## src/rtl/mac_pe_vec.sv

```systemverilog
// Vector multiply-accumulate PE for the systolic CNN array: dot product of LANES
// operand pairs per beat, accumulated until a_last, with operand pass-through.
module mac_pe_vec #(
  parameter int DATA_W   = 8,
  parameter int LANES    = 4,
  parameter int ACC_W    = 32,
  parameter int SIGNED   = 1,
  parameter int SATURATE = 0,
  parameter int CNT_W    = 16
) (
  input  logic                    clk,
  input  logic                    rst,
  input  logic [LANES*DATA_W-1:0] a,
  input  logic                    a_last,
  input  logic                    a_valid,
  output logic                    a_ready,
  input  logic [LANES*DATA_W-1:0] b,
  input  logic                    b_valid,
  output logic                    b_ready,
  output logic [LANES*DATA_W-1:0] a_out,
  output logic                    a_out_last,
  output logic                    a_out_valid,
  input  logic                    a_out_ready,
  output logic [LANES*DATA_W-1:0] b_out,
  output logic                    b_out_valid,
  input  logic                    b_out_ready,
  output logic [ACC_W-1:0]        out,
  output logic [CNT_W-1:0]        out_beats,
  output logic                    out_sat,
  output logic                    out_valid,
  input  logic                    out_ready
);

  localparam int VEC_W = LANES * DATA_W;
  localparam int SUM_W = 2 * DATA_W + $clog2(LANES);
  localparam int EXT_W = ((ACC_W > SUM_W) ? ACC_W : SUM_W) + 1;
  localparam bit SGN   = (SIGNED != 0);
  localparam bit SAT   = (SATURATE != 0);

  localparam logic [ACC_W-1:0] ACC_MAX = SGN ? {1'b0, {(ACC_W-1){1'b1}}} : {ACC_W{1'b1}};
  localparam logic [ACC_W-1:0] ACC_MIN = SGN ? {1'b1, {(ACC_W-1){1'b0}}} : {ACC_W{1'b0}};

  logic [VEC_W-1:0] a_out_q, a_out_d, b_out_q, b_out_d;
  logic             a_out_last_q, a_out_last_d;
  logic             a_out_valid_q, a_out_valid_d, b_out_valid_q, b_out_valid_d;
  logic [ACC_W-1:0] acc_q, acc_d, out_q, out_d;
  logic             sat_q, sat_d, out_sat_q, out_sat_d, out_valid_q, out_valid_d;
  logic [CNT_W-1:0] cnt_q, cnt_d, out_beats_q, out_beats_d;

  // Handshake: both operands are consumed together; only last beats need the result slot.
  logic a_free, b_free, r_free, go, fire;
  assign a_free  = !a_out_valid_q || a_out_ready;
  assign b_free  = !b_out_valid_q || b_out_ready;
  assign r_free  = !out_valid_q || out_ready;
  assign go      = a_free && b_free && (!a_last || r_free);
  assign a_ready = b_valid && go;
  assign b_ready = a_valid && go;
  assign fire    = a_valid && b_valid && go;

  logic [DATA_W-1:0] lane_a, lane_b;
  logic [SUM_W-1:0]  ext_a, ext_b, sum;

  // NOTE: every variable driven here gets a default before the loop so no latch is inferred.
  always_comb begin
    sum    = '0;
    lane_a = '0;
    lane_b = '0;
    ext_a  = '0;
    ext_b  = '0;
    for (int i = 0; i < LANES; i++) begin
      lane_a = a[i*DATA_W +: DATA_W];
      lane_b = b[i*DATA_W +: DATA_W];
      ext_a  = {{(SUM_W-DATA_W){SGN & lane_a[DATA_W-1]}}, lane_a};
      ext_b  = {{(SUM_W-DATA_W){SGN & lane_b[DATA_W-1]}}, lane_b};
      sum    = sum + ext_a * ext_b;
    end
  end

  // One guard bit above the wider operand makes the addition exact in either mode.
  logic [EXT_W-1:0]     acc_ext, sum_ext, nxt;
  logic [EXT_W-ACC_W:0] nxt_top;
  logic                 ovf;
  logic [ACC_W-1:0]     res;
  logic [CNT_W-1:0]     cnt_inc;

  assign acc_ext = {{(EXT_W-ACC_W){SGN & acc_q[ACC_W-1]}}, acc_q};
  assign sum_ext = {{(EXT_W-SUM_W){SGN & sum[SUM_W-1]}}, sum};
  assign nxt     = acc_ext + sum_ext;
  assign nxt_top = nxt[EXT_W-1:ACC_W-1];
  assign cnt_inc = (cnt_q == {CNT_W{1'b1}}) ? cnt_q : cnt_q + 1'b1;

  always_comb begin
    if (SGN) ovf = (nxt_top != '0) && (nxt_top != '1);
    else     ovf = |nxt_top[EXT_W-ACC_W:1];
    res = nxt[ACC_W-1:0];
    if (SAT && ovf) res = (SGN && nxt[EXT_W-1]) ? ACC_MIN : ACC_MAX;
  end

  always_comb begin
    a_out_d       = a_out_q;
    a_out_last_d  = a_out_last_q;
    a_out_valid_d = a_out_valid_q && !a_out_ready;
    b_out_d       = b_out_q;
    b_out_valid_d = b_out_valid_q && !b_out_ready;
    acc_d         = acc_q;
    sat_d         = sat_q;
    cnt_d         = cnt_q;
    out_d         = out_q;
    out_beats_d   = out_beats_q;
    out_sat_d     = out_sat_q;
    out_valid_d   = out_valid_q && !out_ready;
    if (fire) begin
      a_out_d       = a;
      a_out_last_d  = a_last;
      a_out_valid_d = 1'b1;
      b_out_d       = b;
      b_out_valid_d = 1'b1;
      if (a_last) begin
        out_d       = res;
        out_beats_d = cnt_inc;
        out_sat_d   = sat_q | ovf;
        out_valid_d = 1'b1;
        acc_d       = '0;
        sat_d       = 1'b0;
        cnt_d       = '0;
      end else begin
        acc_d = res;
        sat_d = sat_q | ovf;
        cnt_d = cnt_inc;
      end
    end
  end

  // NOTE: state registers use non-blocking assignments so every flop samples pre-edge values.
  always_ff @(posedge clk) begin
    if (rst) begin
      a_out_q       <= '0;
      a_out_last_q  <= 1'b0;
      a_out_valid_q <= 1'b0;
      b_out_q       <= '0;
      b_out_valid_q <= 1'b0;
      acc_q         <= '0;
      sat_q         <= 1'b0;
      cnt_q         <= '0;
      out_q         <= '0;
      out_beats_q   <= '0;
      out_sat_q     <= 1'b0;
      out_valid_q   <= 1'b0;
    end else begin
      a_out_q       <= a_out_d;
      a_out_last_q  <= a_out_last_d;
      a_out_valid_q <= a_out_valid_d;
      b_out_q       <= b_out_d;
      b_out_valid_q <= b_out_valid_d;
      acc_q         <= acc_d;
      sat_q         <= sat_d;
      cnt_q         <= cnt_d;
      out_q         <= out_d;
      out_beats_q   <= out_beats_d;
      out_sat_q     <= out_sat_d;
      out_valid_q   <= out_valid_d;
    end
  end

  assign a_out       = a_out_q;
  assign a_out_last  = a_out_last_q;
  assign a_out_valid = a_out_valid_q;
  assign b_out       = b_out_q;
  assign b_out_valid = b_out_valid_q;
  assign out         = out_q;
  assign out_beats   = out_beats_q;
  assign out_sat     = out_sat_q;
  assign out_valid   = out_valid_q;

endmodule
```

## config.mk

```make
export PLATFORM = sky130hd
export DESIGN_NAME = mac_pe_vec
export DESIGN_NICKNAME = d
export VERILOG_FILES = /design/src/rtl/mac_pe_vec.sv
export SDC_FILE = /design/constraint.sdc
export NUM_CORES = 1
export LEC_CHECK = 0
export CORE_ASPECT_RATIO = 0.7
export CORE_MARGIN = 3
export CORE_UTILIZATION = 52
export DETAILED_ROUTE_END_ITERATION = 16
export DONT_BUFFER_PORTS = 1
export GPL_TIMING_DRIVEN = 0
export PLACE_DENSITY = 0.7
export SYNTH_ARGS = -nofsm -noshare
export SYNTH_HDL_FRONTEND = slang
export SYNTH_SLANG_ARGS = --single-unit
```

## constraint.sdc

```tcl
create_clock -name clk -period 16.4 [get_ports clk]
set_input_delay 1.64 -clock clk [delete_from_list [all_inputs] [get_ports clk]]
set_output_delay 1.64 -clock clk [all_outputs]
set_load 0.03 [all_outputs]
```

==> results of run 1 <==
[state kept, by name (all words and copies together), names as in the netlist, 16 cells and up]
signal and count:
a_out 32, acc_q 32, b_out 32, out 32, cnt_q 16, out_beats 16
[synth_stat cells, types with 7 or more instances]
| cell type | instances |
|---|---|
| sky130_fd_sc_hd__o21a_1 | 11 |
| sky130_fd_sc_hd__and2_1 | 130 |
| sky130_fd_sc_hd__a22oi_1 | 25 |
| sky130_fd_sc_hd__and3_1 | 12 |
| sky130_fd_sc_hd__xor2_1 | 27 |
| sky130_fd_sc_hd__o21ai_0 | 31 |
| sky130_fd_sc_hd__dfxtp_1 | 166 |
| sky130_fd_sc_hd__a21o_1 | 9 |
| sky130_fd_sc_hd__nor3_1 | 25 |
| sky130_fd_sc_hd__nand2_1 | 323 |
| sky130_fd_sc_hd__nor2_1 | 125 |
| sky130_fd_sc_hd__xnor2_1 | 51 |
| sky130_fd_sc_hd__a211oi_1 | 14 |
| sky130_fd_sc_hd__ha_1 | 152 |
| sky130_fd_sc_hd__clkbuf_1 | 86 |
| sky130_fd_sc_hd__nand3_1 | 19 |
| sky130_fd_sc_hd__a21oi_1 | 149 |
| sky130_fd_sc_hd__fa_1 | 304 |
| sky130_fd_sc_hd__nor2b_1 | 7 |
| sky130_fd_sc_hd__inv_1 | 405 |
| sky130_fd_sc_hd__nand2b_1 | 25 |
[cell type report]
type	instances	share of cell area
Multi-Input combinational cell	1535	0.683
Sequential cell	166	0.164
Inverter	407	0.0756
Tap cell	472	0.0292
Clock buffer	18	0.0212
Buffer	92	0.0173
Clock inverter	14	0.00916
[routing by layer]
layer  wire [µm]  global-route usage  vias to the layer above
met4         899              0.0581                        2
met5          20                   0                        -
met1       24500               0.419                     7335
met3        5470              0.0881                       66
met2       22000               0.393                      598
li1            -                   -                     6863
[through the flow]
step	setup slack [ns]	instance area, µm²
CTS	3.76	20200
floorplan	4.58	19000
global route	3.07	20200
detailed placement	3.29	19600
finish	3.59	20200
global placement	3.07	19600
[worst paths after layout]
check | startpoint | to | slack, ns | cells after the start
max reg2reg | acc_q[0] | acc_q[16] | 13.00 | 12
min reg2reg | acc_q[0] | acc_q[0] | 0.46 | 2
min | acc_q[0] | acc_q[0] | 0.46 | 2
max | a[31] | out[31] | 3.59 | 44
[cell families (layout without fill, tap and decap cells)]
kind of cell / after synthesis / after routing / synth area share
xor+xnor: 78 / 78 / 0.0359
fa+ha+maj: 456 / 456 / 0.420
mux: 7 / 7 / 0.00382
buf+inv: 499 / 531 / 0.0988
compound gates: 294 / 294 / 0.0956
flops: 166 / 166 / 0.175
simple gates: 700 / 700 / 0.171
[critical path, delay by kind of cell]
family	cells	cell delay [ns]
adder cells (fa/ha/maj)	13	5.65
AO/OA/AOI/OAI	10	3.06
AND/OR/NAND/NOR	9	1.68
buffers and inverters	9	0.62
XOR/XNOR	3	0.50
==> metrics list, run 1 <==
- Clock latency of the later-clocked register in the worst-skew pair: 0.46 ns
- Counting distinct cell types in the post-synthesis netlist gives 60.
- Count of maximum capacitance violations: 0
- Slowest cell on the critical path: sky130_fd_sc_hd__o31ai_1
* Number of instances in the synthesized netlist: 2200
- Core ar.: between 30000 and 40000 µm²
- For the pin with the worst max-slew slack, the measured transition is 0.944 ns.
* Ratio of final minimum period to clock period: 0.781
- The flow ran to the end, and the final reports show no timing, DRC or antenna violations.
- Hold repair after CTS inserted 0 buffers.
- Final core utilization: 0.571
- Mapped cell area: 19000 µm²
- Proportion of synthesized flip-flops having asynchronous set or reset: 0
* DRC violation total after the first TritonRoute iteration: 1362
* Area growth, synth to finish: 6.38%
* Die span in y: ~170 µm
- Yosys printed 0 warnings.
* Required arrival time at the worst endpoint: 16.77 ns
- In this run, synthesis produced a sequential element count of 166.
- Unrepaired setup endpoints after global routing: false
* TritonCTS clock tree: built
* Cell count after placement: 2672
- The first global-routing pass estimated 83800 µm of wire.
- Commonest non-fill, non-tap cell in the layout: sky130_fd_sc_hd__inv_1
* Final hold violation count: 0
* Antenna violations before repair: 2
- Across every metal layer, demand over resource in global routing totals 0.278.
- Non-filler cells in the finished layout: between 2000 and 3000
* Vias per cell: 5.50
- Clock-pin slew was measured on the worst setup and hold paths at 0.08 ns.
- In this run the horizontal extent of the chip is 234 µm.
- Crit-path max FO: 9
- Final setup skew: 0.0124 ns
- During placement, the flow inserted port buffers numbering 0.
* Cts bufs inserted: 17
* Routed length per placed instance: about 20 µm
* Top library cells by usage in the layout, fill and taps aside: sky130_fd_sc_hd__inv_1, sky130_fd_sc_hd__nand2_1, sky130_fd_sc_hd__fa_1, sky130_fd_sc_hd__dfxtp_1, sky130_fd_sc_hd__ha_1
- Largest net degree at the start of global routing: 19
- Number of global-route vias before repair: 14833
* DRC violation count after routing: 0
- The first detailed-routing pass took 6 iterations.
* Postcts setup bufs: 0
- H-tree levels: 4
- Root Buffer Master: sky130_fd_sc_hd__clkbuf_16
- Multi-input gate area: 13800 µm²
- On the final layout, the worst hold slack is 0.460 ns.
- Detailed placement finished with a half-perimeter wire length of 44000 µm.
* Row Count: 57
- EDFF count, synth: 0
* Dominant register cell in the synthesized netlist: sky130_fd_sc_hd__dfxtp_1
* Fmax achieved: around 80 MHz
- Global route total overflow: 0
* Sequential cell area fraction in the yosys report: 0.175
* Via count: about 15000
- The clock passes through at most 2 buffers.
- Fill cells in the final layout number 3200.
* ANT cells: 0
- Setup violations remaining at the end of the flow were counted as 0.
- The die covers about 40000 µm².
- Sorting the synthesized cells by area gives the leading types as sky130_fd_sc_hd__fa_1, sky130_fd_sc_hd__dfxtp_1, sky130_fd_sc_hd__ha_1, sky130_fd_sc_hd__inv_1, sky130_fd_sc_hd__nand2_1.
- I/O Pins: 191
* Layout Nets: between 2000 and 3000
- Initial cell density of the core: 0.537
- Final weighted congestion in routability-driven placement: around 0.94
* Startpoint types: input pin
- Of the cells placed in the final design, the portion with a size suffix greater than 1 is 0.0233.
* Count of pins over their slew limit: 0
* Post-Synthesis Net Count: 2728
- The clock period could shrink to 12.81 ns.
- sky130_fd_sc_hd__fa_1 takes more of the synthesized area than any other cell.
* Crit path arrival time: 13.17 ns
* CP Capture Type: flop
- Syn avg cell area: roughly 8.6 µm²
- Clock sink total: 166
* Path category of the worst min-delay check: flop to flop
* Routed wire length: 52900 µm
- Gates resized during post-CTS repair numbered 0.
* Critical Setup Path Class: input pin to flop
- Summed over all failing endpoints, the final setup total negative slack is 0 ns.
- Area share of the largest cell type after synthesis: 0.320
- Area of all sequential standard cells: about 3300 µm²
* Delay of the slowest critical-path stage: 0.67 ns
- Measured against its own limit, the worst slew margin works out to 0.368.
* Routed Antenna Nets: 0
Power of run 1 is not shown: default switching activity piles up to over one toggle a cycle in this logic, so the estimate is an artifact.
==> inputs of run 2 (changes only) <==
==> constraint.sdc (replaced) <==
create_clock -name clk -period 13.21 [get_ports clk]
set_input_delay 1.321 -clock clk [delete_from_list [all_inputs] [get_ports clk]]
set_output_delay 1.321 -clock clk [all_outputs]
set_load 0.03 [all_outputs]
==> results of run 2 <==
The final DEF is identical to that of run 1. Status: complete, no violations.
Main changes from that run: setup slack after placement 3.29 ns -> 0.423 ns; setup slack after layout 3.59 ns -> 0.723 ns; register-to-register setup slack 13.00 ns -> 9.81 ns
Power of run 2 is left out for the same reason.
